**src/rtl/pc_fetch_ctrl.sv**
```systemverilog
// pc_fetch_ctrl: fetch-stage controller; owns the PC, issues imem req/ack fetches, buffers one instruction for decode.
// Latency: inst_valid rises the cycle after imem_ack; a redirect puts the target on imem_addr (and Flush high) the next cycle.
// Backpressure: Stall holds the buffered instruction; a new fetch issues only when the buffer is empty or being consumed.
//
// Ports:
//   clk, rst                      clock, synchronous active-high reset
//   Branch_Control, Redirect_Valid redirect select and its qualifier from EX
//   currPC_Add_Imm, ALU_Result    branch/JAL target and JALR target (bit 0 ignored)
//   Stall                         decode cannot take the buffered instruction
//   imem_req/addr/ack/rdata       instruction memory handshake (ack may be zero-wait)
//   inst_valid, inst, inst_pc     one-entry output buffer toward decode
//   Flush                         registered one-cycle pulse after an effective redirect
module pc_fetch_ctrl #(
  parameter logic [31:0] RESET_PC = 32'h0000_0000
) (
  input  logic        clk,
  input  logic        rst,
  input  logic [1:0]  Branch_Control,
  input  logic        Redirect_Valid,
  input  logic [31:0] currPC_Add_Imm,
  input  logic [31:0] ALU_Result,
  input  logic        Stall,
  output logic        imem_req,
  output logic [31:0] imem_addr,
  input  logic        imem_ack,
  input  logic [31:0] imem_rdata,
  output logic        inst_valid,
  output logic [31:0] inst,
  output logic [31:0] inst_pc,
  output logic        Flush
);

  localparam logic [1:0] S_FETCH = 2'd0;  // no request outstanding
  localparam logic [1:0] S_WAIT  = 2'd1;  // request outstanding, data wanted
  localparam logic [1:0] S_DRAIN = 2'd2;  // request outstanding, data to be dropped

  logic [1:0]  r_state;
  logic [31:0] r_pc;
  logic [31:0] r_pend_pc;
  logic [31:0] r_inst;
  logic [31:0] r_inst_pc;
  logic        r_inst_valid;
  logic        r_flush;

  logic        w_redirect;
  logic [31:0] w_target;
  logic        w_slot_free;
  logic        w_req;
  logic        w_capture;
  logic        w_unused_alu_bit0;

  assign w_unused_alu_bit0 = ALU_Result[0];

  always_comb begin
    w_redirect  = Redirect_Valid && (Branch_Control == 2'b01 || Branch_Control == 2'b10);
    w_target    = (Branch_Control == 2'b01) ? currPC_Add_Imm : {ALU_Result[31:1], 1'b0};
    w_slot_free = !r_inst_valid || !Stall;
    w_req       = 1'b0;
    if (!rst) begin
      // Once a request is out it stays asserted until ack so the address is held.
      w_req = (r_state == S_FETCH) ? w_slot_free : 1'b1;
    end
    // WAIT never needs the slot check: its request was only issued into a free slot.
    w_capture = !w_redirect && imem_ack &&
                ((r_state == S_FETCH && w_req) || r_state == S_WAIT);
  end

  always_ff @(posedge clk) begin
    if (rst) begin
      r_state      <= S_FETCH;
      r_pc         <= RESET_PC;
      r_pend_pc    <= 32'h0;
      r_inst       <= 32'h0;
      r_inst_pc    <= 32'h0;
      r_inst_valid <= 1'b0;
      r_flush      <= 1'b0;
    end else begin
      r_flush <= w_redirect;
      if (w_capture) begin
        r_inst       <= imem_rdata;
        r_inst_pc    <= r_pc;
        r_inst_valid <= 1'b1;
        r_pc         <= r_pc + 32'd4;
        r_state      <= S_FETCH;
      end else if (w_redirect) begin
        r_inst_valid <= 1'b0;
        if (r_state == S_FETCH || imem_ack) begin
          // Nothing left in flight (or it completes now and is dropped).
          r_pc    <= w_target;
          r_state <= S_FETCH;
        end else begin
          // Keep PC (and so imem_addr) stable until the old request acks.
          r_pend_pc <= w_target;
          r_state   <= S_DRAIN;
        end
      end else begin
        if (r_inst_valid && !Stall) begin
          r_inst_valid <= 1'b0;
        end
        case (r_state)
          S_FETCH: begin
            if (w_req) begin
              r_state <= S_WAIT;
            end
          end
          S_WAIT: begin
            r_state <= S_WAIT;
          end
          S_DRAIN: begin
            if (imem_ack) begin
              r_pc    <= r_pend_pc;
              r_state <= S_FETCH;
            end
          end
          default: begin
            r_state <= S_FETCH;
          end
        endcase
      end
    end
  end

  assign imem_req   = w_req;
  assign imem_addr  = r_pc;
  assign inst_valid = r_inst_valid;
  assign inst       = r_inst;
  assign inst_pc    = r_inst_pc;
  assign Flush      = r_flush;

endmodule

```
**config.mk**
```make
export PLATFORM = sky130hd
export DESIGN_NAME = pc_fetch_ctrl
export DESIGN_NICKNAME = d
export VERILOG_FILES = /design/src/rtl/pc_fetch_ctrl.sv
export SDC_FILE = /design/constraint.sdc
export NUM_CORES = 1
export LEC_CHECK = 0
export ABC_AREA = 1
export BUFFER_PORTS_ARGS = -buffer_cell sky130_fd_sc_hd__buf_2
export CORE_ASPECT_RATIO = 1.75
export CORE_MARGIN = 4
export CORE_UTILIZATION = 40
export CTS_BUF_LIST = sky130_fd_sc_hd__clkbuf_8
export DETAILED_ROUTE_END_ITERATION = 16
export GPL_ROUTABILITY_DRIVEN = 0
export MAX_ROUTING_LAYER = met4
export PLACE_DENSITY = 0.63
export SYNTH_ARGS = -nofsm -noshare
export SYNTH_HDL_FRONTEND = slang
export SYNTH_SLANG_ARGS = --single-unit
```
**constraint.sdc**
```tcl
create_clock -name clk -period 2.8 [get_ports clk]
set_input_delay 0.42 -clock clk [delete_from_list [all_inputs] [get_ports clk]]
set_output_delay 0.42 -clock clk [all_outputs]
set_load 0.02 [all_outputs]
```
=== Word-level counts from Yosys, hierarchy flattened ===
Index checks and enable logic that the tools add are counted.
W data, S select, Z words.

* Bits in registers: 132
* Input bits: 103
* Output and inout port bits: 99
* Word-level logic and storage cells: 53

* Add/subtract/negate cells: 1
* Equal/unequal tests: 7
* Mux-type cells: 16
* Bitwise logic cells: 2
* Reductions and logical operators: 20

{| class="wikitable"
|+ Operators by type and width
! operator !! number
|-
| $mux W32 || 6
|-
| $add A32 B3 Y32 const B || 1
|-
| $reduce_bool A3 Y1 || 3
|-
| $mux W2 || 4
|-
| $ne A3 B3 Y1 const B || 2
|-
| $pmux W2 S3 || 1
|-
| $reduce_and A3 Y1 || 2
|-
| $logic_and A1 B1 Y1 || 5
|-
| $mux W1 || 5
|-
| $eq A2 B1 Y1 const B || 2
|-
| $eq A2 B2 Y1 const B || 2
|-
| $logic_or A1 B1 Y1 || 4
|-
| $logic_not A1 Y1 || 3
|-
| $ne A3 B1 Y1 const B || 1
|-
| $logic_not A2 Y1 || 1
|-
| $not A1 Y1 || 2
|-
| $reduce_and A2 Y1 || 1
|-
| $reduce_or A2 Y1 || 1
|}

=== Depth between registers and ports, before layout ===
* Word-level depth: 9
* Gate-level depth with buffers: 14
* Depth with buffers taken out: 13

=== Worst setup path before layout ===
No wires, ideal clock.

* Path type: input to register
* From: in Branch_Control[1]
* To: reg r_pc[24], in the netlist imem_addr[24]
* Library setup time: 0.115 ns
* Arrival time: 1.716 ns
* Required time: 2.685 ns
* Slack: 0.970 ns
* Stages on the path: 14
* Buffers on the path: 1
* Path through: inv_1 ha_1 inv_1 nand2_2 nand2_1 inv_1 nand2_2 nand2_2 nand2_4 inv_2 buf_4 nand2_1 nor2_1 nor2_1

* Word-level cells in the longest chain between the ends: 8
* Elaborated cells between the ends (all ways): 15
* Those cells by class: eq/ne (3); mux (4); reduce/logical (8)

{| class="wikitable"
|+ RTL lines
! what !! RTL line !! text
|-
| start: declaration || 18 || <nowiki>input logic [1:0] Branch_Control,</nowiki>
|-
| $eq A2 B1 Y1 or $eq A2 B2 Y1 (tied branches) || 55, 56 ||
|-
| $logic_or A1 B1 Y1 || 55 || <nowiki>w_redirect = Redirect_Valid && (Branch_Control == 2'b01 || Branch_Control == 2'b10);</nowiki>
|-
| $logic_and A1 B1 Y1 || 55 ||
|-
| $logic_not A1 Y1 || 64 || <nowiki>w_capture = !w_redirect && imem_ack &&</nowiki>
|-
| $logic_and A1 B1 Y1 (2 in series) || 64 ||
|-
| $ne A3 B1 Y1 (no line) or $reduce_bool A3 Y1 (tied branches) || n/a ||
|-
| $reduce_and A3 Y1 (no line) || n/a ||
|-
| end signal: assignment || 83 || <nowiki>r_pc <= r_pc + 32'd4;</nowiki>
|-
| end signal: assignment || 89 || <nowiki>r_pc <= w_target;</nowiki>
|-
| end signal: assignment || 111 || <nowiki>r_pc <= r_pend_pc;</nowiki>
|-
| end: declaration || 38 || <nowiki>logic [31:0] r_pc;</nowiki>
|}

Several ways; a longest one is shown, not always the timed one. The select of a mux whose other input is x is not followed.
A chain may end at the register's enable or synchronous reset.

=== Final worst setup path ===
* From: reg r_pc[3], in the netlist imem_addr[3]
* To: reg r_pc[24], in the netlist imem_addr[24]

* Word-level cells in the longest chain between the ends: 2

{| class="wikitable"
|+ RTL lines
! what !! RTL line !! text
|-
| $add A32 B3 Y32 || 83 ||
|-
| $mux W32 || 79 || <nowiki>if (w_capture) begin</nowiki>
|}

No other way between the ends.

==> flow_summary.yaml <==
final_layout:
  seqCellArea_um2: 2640
  areaGrowthSynthToFinish_pct: 23.3
  final_core_util_pct: 50.1
  stdcell_count: 1376
  layout-drive-gt1-share_pct: 22.2
  final_net_count: 1279
  fillers: 1756
  fin_area_um2: 8000
  multi_input_area_um2: 3270
  diodes: 0
synth:
  netlist_top_cells_area: "dfxtp_1 (41%), nand2_1 (13%), nor2_1 (12%)"
  syn-num-nets: 1103
  synth-edff-count: 0
  synthTopCellsByCount: "nand2_1 (231), nor2_1 (202), dfxtp_1 (132), o21ai_0 (119), inv_1 (86)"
  synth_cells: 998
  synth_area_um2: 6490
  synth_seq_area_share_pct: 40.7
  syn_area_per_cell_um2: 6.50
  yosysMostFrequentCell: "nand2_1"
  synth_top_cell_by_area: "dfxtp_1"
  async_flop_share_pct: 0
  ys_dominant_reg_cell: "dfxtp_1"
  synth-seq-cells: 132
  synth_top_area_share_pct: 40.7
  ys_types: 30
  yosysWarnings: 0
clock_network:
  h-tree-depth: 4
  numCtsBuffers: 17
  cts_root_buf: "clkbuf_8"
  hold_buffers: 0
  clock_sinks: 132
  clk_pin_slew_ps: 80
  cts_resized: 0
  tritoncts: "yes"
  cts_setup_buffers: 0
  clk_latency_ps: 430
  clockBufferDepth: 2
timing:
  slew_headroom_pct: 48.2
  rsz0062_at_grt: "no"
  slew_viol_final: 0
  tns_ps: 0
  tightest_slew_ps: 777
  fmax_mhz: 505
  hold_viol: 0
  period_share_pct: 70.7
  clock_skew_ps: 14.9
  period_needed_ps: 1980
  finalSetupViolCount: 0
critical_path:
  critPathArrivalTime_ps: 2300
  r2r_start: "imem_addr[3]$_SDFFE_PP0P_"
  reg2reg_slack_ps: 820
  startpoint_type: "flop"
  path_delay_family: "simple AND/OR/NAND/NOR gates"
  cp_max_fo: 6
  cp.depth: 11
  setup.worst_path.end_class: "flop"
  path_cells: "ha_1 > nand2_1 > nor2_1 > buf_4 > nand3_1 > nor2_1 > nand2_1 > nand2_1 > nand2_1 > nor2_1 > nor2_1"
  worstPathRequired_ps: 3120
  slowest_delay_ps: 460
  crit_type: "flop to flop"
  crit_path_top_delay_cell: "dfxtp_1"
  reg2reg_depth: 11
  critPathLaunch: "imem_addr[3]$_SDFFE_PP0P_"
  crit_buf_inv: 1
die:
  core-area_um2: 16000
  io_pins: 202
  initial_utilization_pct: 40.7
  die_y_um: 176
  core.rowCount: 61
  dieWidth_um: 104
  dieArea_um2: 18400
hold_path:
  hold_path.class: "input pin to flop"
  min_from: "imem_rdata[5]"
  hold_depth: 3
detailed_routing:
  drtAntennaViolNets: 0
  drt_iter0_markers: 302
  dr.pass1.iters: 7
  wl_um: 18300
  wl_per_cell_um: 13.3
  viasPerCell: 4.84
  vias: 6653
  drc_errors: 0
pwr:
  p_leak_uw: 0.00370
  seq_power_share_pct: 45.2
  clkPwrFrac_pct: 33.9
  power_uw: 4700
  p_per_area_nw_per_um2: 588
  irDropWorstVdd_mv: 0.291
  combinationalPowerShare_pct: 20.9
  switching_power_uw: 1550
  internal_power_uw: 3150
  switching_share_pct: 33.0
grt:
  groute.usage.overall_pct: 20.6
  grt_max_degree: 102
  antenna_found_initial: 0
  grt-ovfl-total: 0
  grt_pass1_vias: 6125
  grt_first_pass_wirelength_um: 30300
placed_design:
  dpl.hpwl_um: 13200
  place_area_um2: 7610
  io_buffers: 200
  placedCellCount: 1344
run:
  drv_cap: 0
status:
  status: "finished clean"
sequential cells by signal, indices dropped and copies added, names as in the netlist:
name,flops
Flush,1
imem_addr,32
inst,32
inst_pc,32
inst_valid,1
r_pend_pc,32
r_state,2
stage by stage:
step | hold slack (ps) | worst slack, ps
final | 231 | 819
after detailed placement | 449 | 461
after floorplan | 430 | 970
after CTS | 203 | 799
after global placement | 444 | 464
after global routing | 204 | 574
worst register-to-register path, stage by stage (launching register included):
cell	delay, ps
dfxtp_1	460
ha_1	260
nand2_1	70
nor2_1	90
buf_4	150
nand3_1	160
nor2_1	320
nand2_1	100
nand2_1	70
nand2_1	50
nor2_1	110
nor2_1	40
routing by layer:
| layer | part of all wire [%] | GRT usage (%) | wire, um |
|---|---|---|---|
| met1 | 45 | 25.2 | 8190 |
| met2 | 49 | 34.3 | 8930 |
| met3 | 4.5 | 3.22 | 819 |
| met4 | 2.2 | 7.65 | 396 |
| met5 | 0 | - | 0 |
placed cells by master (no fill, tap or decap), types with 3 or more instances in the layout:
cell | Yosys | layout
inv_1 | 86 | 87
buf_4 | 5 | 14
xor2_1 | 5 | 5
nor3_1 | 12 | 12
nand2_1 | 231 | 231
inv_2 | 3 | 3
nand4_1 | 4 | 4
nand3_1 | 23 | 23
clkbuf_8 | 0 | 17
buf_2 | 17 | 200
a211oi_1 | 31 | 31
nand2_2 | 4 | 4
nor2_2 | 4 | 4
o211ai_1 | 11 | 11
inv_6 | 0 | 4
o21ai_1 | 13 | 13
a21oi_1 | 47 | 46
dfxtp_1 | 132 | 132
clkinvlp_4 | 0 | 4
nor2_1 | 202 | 202
o21ai_0 | 119 | 119
area by class of cell:
| type | count | share of cell area, % |
|---|---|---|
| inverters | 89 | 4.18 |
| repair buffers | 215 | 14.1 |
| clock buffers | 17 | 2.93 |
| clock inverters | 15 | 1.96 |
| flip-flops and latches | 132 | 33.0 |
| multi-input cells | 719 | 40.9 |
| well taps | 189 | 2.96 |
worst paths after layout:
path,end
worst max-delay path,imem_addr[24]$_SDFFE_PP0P_
worst min-delay path,inst[5]$_SDFFE_PP0N_
worst max register to register,imem_addr[24]$_SDFFE_PP0P_
worst min register to register,r_pend_pc[18]$_SDFFE_PP0P_
power groups by stage:
stage / Combinational [uW] / Clock (uW) / Sequential [uW]
after CTS: 993 / 1640 / 2130
after floorplan: 495 / 0 / 2320
after global routing: 1100 / 1720 / 2150
after detailed placement: 990 / 0 / 2170
final: 982 / 1600 / 2130
after global placement: 984 / 0 / 2170
logic make-up (layout without fill, tap and decap cells):
family	after synthesis	count (layout)	share of synthesized area (%)
simple gates	488	488	30.0
compound gates	222	222	18.8
buf+inv	147	336	9.12
flops	132	132	40.7
xor+xnor	6	6	0.810
fa+ha+maj	2	2	0.386
mux	1	1	0.154
No activity file was read; power rests on OpenSTA's default activity.
